### src/rtl/sha256_defs_pkg.sv
// Shared SHA-256 interface widths and the message arbiter state encoding.
package sha256_defs;

   localparam int unsigned SHA_IF_DATA_W   = 32;
   localparam int unsigned SHA256_DIGEST_W = 256;

   typedef enum logic {
      IDLE,
      STREAM
   } arb_state_e;

endpackage

### src/rtl/bsg_fifo_1r1w_small.sv
// Small register-based FIFO with a combinational head; a push while full
// is honoured when the same cycle also pops.
module bsg_fifo_1r1w_small #(
   parameter int unsigned WIDTH = 2,
   parameter int unsigned ELS   = 4
) (
   input  logic             clk,
   input  logic             rst,
   input  logic             push,
   input  logic [WIDTH-1:0] push_data,
   output logic             full,
   input  logic             pop,
   output logic             empty,
   output logic [WIDTH-1:0] head
);

   localparam int unsigned PTR_W = $clog2(ELS);
   localparam int unsigned CNT_W = PTR_W + 1;

   logic [WIDTH-1:0] mem [ELS];
   logic [PTR_W-1:0] rd_ptr;
   logic [PTR_W-1:0] wr_ptr;
   logic [CNT_W-1:0] count;
   logic             do_push;
   logic             do_pop;

   assign empty   = (count == '0);
   assign full    = (count == CNT_W'(ELS));
   assign head    = mem[rd_ptr];
   assign do_pop  = pop & ~empty;
   assign do_push = push & (~full | do_pop);

   always_ff @(posedge clk) begin
      if (rst) begin
         rd_ptr <= '0;
         wr_ptr <= '0;
         count  <= '0;
      end else begin
         if (do_push) wr_ptr <= wr_ptr + PTR_W'(1);
         if (do_pop)  rd_ptr <= rd_ptr + PTR_W'(1);
         case ({do_push, do_pop})
            2'b10:   count <= count + CNT_W'(1);
            2'b01:   count <= count - CNT_W'(1);
            default: count <= count;
         endcase
      end
   end

   always_ff @(posedge clk) begin
      if (do_push) mem[wr_ptr] <= push_data;
   end

endmodule

### src/rtl/sha256_req_arbiter.sv
// Whole-message round-robin arbiter sharing one SHA-256 engine; an owner
// FIFO routes each returned digest back to the requester that sent it.
module sha256_req_arbiter
   import sha256_defs::*;
#(
   parameter int unsigned NUM_REQ     = 4,
   parameter int unsigned ID_FIFO_ELS = 4
) (
   input  logic                                    clk,
   input  logic                                    rst,
   input  logic [NUM_REQ-1:0]                      req_val,
   input  logic [NUM_REQ-1:0][SHA_IF_DATA_W-1:0]   req_data,
   input  logic [NUM_REQ-1:0]                      req_last,
   output logic [NUM_REQ-1:0]                      req_rdy,
   output logic                                    eng_data_val,
   output logic [SHA_IF_DATA_W-1:0]                eng_data,
   output logic                                    eng_data_last,
   input  logic                                    eng_rdy,
   input  logic                                    eng_digest_val,
   input  logic [SHA256_DIGEST_W-1:0]              eng_digest,
   output logic                                    eng_digest_rdy,
   output logic [NUM_REQ-1:0]                      rsp_digest_val,
   output logic [SHA256_DIGEST_W-1:0]              rsp_digest,
   input  logic [NUM_REQ-1:0]                      rsp_digest_rdy,
   output logic                                    err_orphan
);

   localparam int unsigned ID_W = $clog2(NUM_REQ);

   arb_state_e      state, state_nxt;
   logic [ID_W-1:0] grant, grant_nxt;
   logic [ID_W-1:0] rr_ptr, rr_nxt;
   logic [ID_W-1:0] pick;
   logic [ID_W-1:0] head;
   logic            fifo_full;
   logic            fifo_empty;
   logic            push;
   logic            pop;

   // Search upward from rr_ptr+1 so the last-served requester goes last.
   always_comb begin
      logic            found;
      logic [ID_W-1:0] cand;
      found = 1'b0;
      pick  = '0;
      cand  = '0;
      for (int unsigned off = 1; off <= NUM_REQ; off++) begin
         cand = ID_W'((32'(rr_ptr) + off) % NUM_REQ);
         if (!found && req_val[cand]) begin
            pick  = cand;
            found = 1'b1;
         end
      end
   end

   always_comb begin
      state_nxt     = state;
      grant_nxt     = grant;
      rr_nxt        = rr_ptr;
      req_rdy       = '0;
      eng_data_val  = 1'b0;
      eng_data      = '0;
      eng_data_last = 1'b0;
      push          = 1'b0;
      case (state)
         IDLE: begin
            if (|req_val && !fifo_full) begin
               state_nxt = STREAM;
               grant_nxt = pick;
            end
         end
         STREAM: begin
            eng_data_val   = req_val[grant];
            eng_data       = req_data[grant];
            eng_data_last  = req_last[grant];
            req_rdy[grant] = eng_rdy;
            if (req_val[grant] && eng_rdy && req_last[grant]) begin
               push      = 1'b1;
               rr_nxt    = grant;
               state_nxt = IDLE;
            end
         end
         default: state_nxt = IDLE;
      endcase
   end

   always_ff @(posedge clk) begin
      if (rst) begin
         state      <= IDLE;
         grant      <= '0;
         rr_ptr     <= ID_W'(NUM_REQ - 1);
         err_orphan <= 1'b0;
      end else begin
         state      <= state_nxt;
         grant      <= grant_nxt;
         rr_ptr     <= rr_nxt;
         err_orphan <= err_orphan | (eng_digest_val & fifo_empty);
      end
   end

   always_comb begin
      rsp_digest_val = '0;
      if (eng_digest_val && !fifo_empty) rsp_digest_val[head] = 1'b1;
   end

   assign eng_digest_rdy = ~fifo_empty & rsp_digest_rdy[head];
   assign pop            = eng_digest_val & eng_digest_rdy;
   assign rsp_digest     = eng_digest;

   bsg_fifo_1r1w_small #(
      .WIDTH (ID_W),
      .ELS   (ID_FIFO_ELS)
   ) owner_fifo (
      .clk       (clk),
      .rst       (rst),
      .push      (push),
      .push_data (grant),
      .full      (fifo_full),
      .pop       (pop),
      .empty     (fifo_empty),
      .head      (head)
   );

endmodule

### config.mk
export PLATFORM = sky130hd
export DESIGN_NAME = sha256_req_arbiter
export DESIGN_NICKNAME = d
export VERILOG_FILES = /design/src/rtl/sha256_defs_pkg.sv /design/src/rtl/bsg_fifo_1r1w_small.sv /design/src/rtl/sha256_req_arbiter.sv
export SDC_FILE = /design/constraint.sdc
export NUM_CORES = 1
export LEC_CHECK = 0
export ABC_AREA = 1
export CAP_MARGIN = 20
export CORE_AREA = 2 2 274 276
export CTS_BUF_LIST = sky130_fd_sc_hd__clkbuf_2 sky130_fd_sc_hd__clkbuf_4 sky130_fd_sc_hd__clkbuf_8
export CTS_CLUSTER_SIZE = 24
export DETAILED_ROUTE_END_ITERATION = 6
export DIE_AREA = 0 0 276 278
export PLACE_DENSITY = 0.38
export SYNTH_ARGS = -nofsm -noshare
export SYNTH_HDL_FRONTEND = slang
export SYNTH_SLANG_ARGS = --single-unit
### constraint.sdc
create_clock -name clk -period 3 [get_ports clk]
set_input_delay 0.3 -clock clk [delete_from_list [all_inputs] [get_ports clk]]
set_output_delay 0.3 -clock clk [all_outputs]
set_load 0.05 [all_outputs]
==> parameters.txt <==
Parameter                              Value

Synthesis
  Synth top area share ... 46.5%
  Number of enable flip-flop cells after synthesis ... 8
  Post-synthesis cell count ... 576
  Share of async-settable or async-resettable flops after synthesis ... 0%
  Mean post-synth cell area ... 7.18 um2
  Net count after synthesis ... 982
  Library cell with the largest summed area after synthesis ... sky130_fd_sc_hd__buf_4
  Sequential fraction of the synthesis area ... 13.1%
  Ys flop type ... sky130_fd_sc_hd__dfxtp_1
  Number of warnings printed during yosys synthesis ... 0
  Post-Syn Area ... 4140 um2
  Count of state elements after synthesis ... 23
  Top cells by area in the synthesized netlist ... sky130_fd_sc_hd__buf_4 (46%), sky130_fd_sc_hd__a22oi_1 (12%), sky130_fd_sc_hd__dfxtp_1 (7.3%)
  Distinct cell type count of the synthesized netlist ... 35

Timing
  Post-layout min period ... 2.83 ns
  Share of the clock period used by the worst path after layout ... 94.3%
  RSZ-0062 raised after global routing ... no
  Slew at the pin closest to its max-slew limit ... 0.826 ns
  Hold Slack ... 0.462 ns
  Final Max Slew Viols ... 0
  Clock skew ... 0.00261 ns
  Total count of hold-check failures in the final report ... 0
  Slew margin rel. ... 44.8%
  Fin Setup TNS ... 0 ns
  # setup viols final ... 0
  Highest clock rate ... 354 MHz

Worst hold path
  Worst min-delay path category ... flop to flop

Cells and area
  Post-route design area ... 5280 um2
  Area Overhead vs Synth ... 27.7%
  FILL cells ... 8724
  Leading cell type in the layout, fill and taps excluded ... sky130_fd_sc_hd__clkdlybuf4s50_1
  Net count, final ... 913
  Fraction of final layout cells sized beyond drive strength 1 ... 16.4%
  Most frequent cells in the layout ... sky130_fd_sc_hd__clkdlybuf4s50_1 (149), sky130_fd_sc_hd__a22oi_1 (64), sky130_fd_sc_hd__buf_4 (49)

Run
  Number of maximum-capacitance constraint violations ... 0

Routing
  Vias per Instance ... 2.39
  Detailed Routing Iterations Pass 1 ... 6
  Vias post-DR ... 3523
  1st-iter DRT viols ... 148
  Routed WL per cell ... 17.3 um
  Detail Route Antenna Nets ... 0
  WL final ... 25500 um
  Drt drc ... 20

Floorplanning
  Vertical die dimension ... 278 um
  Row cnt ... 100
  I/O pin count ... 700
  Total die area ... 76700 um2
  Initial Utilization ... 5.60%
  Width of the die ... 276 um
  Core box area ... 73800 um2

Clock tree
  TritonCTS clock tree ... done
  Cell at the root of the clock tree ... sky130_fd_sc_hd__clkbuf_8
  Number of CTS-inserted buffers ... 3
  Clock Sink Count ... 23
  Level count of the clock H-tree ... 1
  Clock Path Buffers ... 2
  Cts hold-fix bufs ... 0
  Clock transition at path regs ... 0.08 ns
  Worst-Skew Late Latency ... 0.28 ns

Worst setup path
  Slowest Stage Delay on Critical Path ... 0.58 ns
  Cell occurring most often along the worst timing path ... sky130_fd_sc_hd__buf_4
  Path type of the worst setup path ... flop to primary output
  CP Max Fanout ... 13
  Slowest-stage cell, CP ... sky130_fd_sc_hd__dfxtp_1
  Critical path launch point type ... flop
  Critical path endpoint category ... primary output
  Cells along the critical path ... inv_1 > nand2_1 > clkinvlp_4 > buf_4 > a22oi_1 > a21oi_1 > buf_4
  Flop2flop setup slack ... 0.23 ns
  Data arrival, critical path ... 2.53 ns
  Crit path required time ... 2.70 ns

GRT
  Wire length of the first global-routing pass ... 32100 um
  Number of antenna violations at the first check in global routing ... 4
  Total track usage ... 6.21%
  Via count of the first global-routing pass ... 3599
  Global-route congestion overflow total ... 0
  Pin count of the biggest net entering global routing ... 34

Power and ir drop
  Leakage power of the design ... 1.69 nW
  Post-layout total power ... 1.73 mW
  Largest voltage drop on the vdd net ... 0.145 mV
  PwrDens ... 327 nW/um2

Placement
  Detail Placement HPWL ... 22600 um
  Placed Instance Area ... 5220 um2
  Final weighted congestion in routability-driven placement ... 0.796
  Port Buffers ... 187

Outcome
  Violated checks ... DRC
  Run status ... complete, but fails checks
[through the flow]
step                cells  utilization (%)  setup WS [ns]
finish               1477             7.16          0.172
global route         1475             7.15         0.0188
CTS                  1475             7.14          0.105
detailed placement   1471             7.08          0.261
global placement     1471             7.08          0.227
floorplan             576                -          0.806
[where the power goes]
| part | leakage, nW | switching, mW | total [mW] | internal, mW |
|---|---|---|---|---|
| combinational | 1.47 | 0.714 | 1.14 | 0.429 |
| clock | 0.0217 | 0.108 | 0.202 | 0.0944 |
| sequential | 0.198 | 0.0331 | 0.381 | 0.348 |
[synth_stat cells (2+ instances only)]
cell type,n
sky130_fd_sc_hd__a21oi_1,45
sky130_fd_sc_hd__a22oi_1,64
sky130_fd_sc_hd__buf_4,256
sky130_fd_sc_hd__clkbuf_1,15
sky130_fd_sc_hd__dfxtp_1,15
sky130_fd_sc_hd__edfxtp_1,8
sky130_fd_sc_hd__ha_1,5
sky130_fd_sc_hd__inv_1,40
sky130_fd_sc_hd__inv_2,4
sky130_fd_sc_hd__nand2_1,43
sky130_fd_sc_hd__nand2_2,7
sky130_fd_sc_hd__nand2_4,4
sky130_fd_sc_hd__nand3_1,8
sky130_fd_sc_hd__nand3_2,2
sky130_fd_sc_hd__nand4_1,2
sky130_fd_sc_hd__nor2_1,23
sky130_fd_sc_hd__nor2_2,2
sky130_fd_sc_hd__nor3_1,5
sky130_fd_sc_hd__o21ai_0,9
sky130_fd_sc_hd__o21ai_2,3
sky130_fd_sc_hd__xor2_1,2
[registers in the layout, summed over array words and instances, names as in the netlist, named ones only]
signal and flops:
owner_fifo.wr_ptr 2, state 1, rr_ptr 2, owner_fifo.count 3, owner_fifo.rd_ptr 2, grant 2, err_orphan 1, owner_fifo.mem 8
[area by class of cell]
cell class,instances,area [um2],area share [%]
diodes,2,5.00,0.0947
flip-flops and latches,23,542,10.3
multi-input cells,237,1450,27.4
clock inverters,1,7.51,0.142
clock buffers,3,41.3,0.781
repair buffers,198,1860,35.2
well taps,969,1210,22.9
inverters,44,170,3.22
[path summary, 6_finish.rpt]
path,depth (start not counted),end,start
setup / recovery,7,eng_data[15],grant[0]$_SDFFE_PP0P_
hold / removal,2,err_orphan$_SDFF_PP0_,err_orphan$_SDFF_PP0_
hold reg to reg,2,err_orphan$_SDFF_PP0_,err_orphan$_SDFF_PP0_
setup reg to reg,15,owner_fifo.count[2]$_SDFFE_PP0P_,grant[0]$_SDFFE_PP0P_
[repair_timing]
action	4_1_cts	5_1_grt
setup endpoints to repair	17	19
resized for setup	1	2
setup buffers	0	0
endpoints found under the hold margin	0	0
[per-layer routing]
layer,track usage (%),vias up,share of wire (%)
met4,2.12,8,3.7
li1,-,1509,-
met1,5.87,1506,32
met3,5.81,58,21
met5,1.00,-,0.46
met2,9.40,442,43
[cell families after synthesis]
logic type               Yosys count  share of synthesized area (%)
XOR/XNOR                           3                          0.635
buffers and inverters            316                           52.1
AND/OR/NAND/NOR                  102                           12.5
flip-flops                        23                           13.1
adder cells (fa/ha/maj)            6                           2.00
multiplexers                       1                          0.242
AO/OA/AOI/OAI                    125                           19.5
[critical path, delay by kind of cell, from the launching register on]
kind	cells	cell delay, ns
AO/OA/AOI/OAI	2	0.30
flip-flops	1	0.58
buffers and inverters	4	1.03
AND/OR/NAND/NOR	1	0.33
No activity file was read; power rests on OpenSTA's default activity.
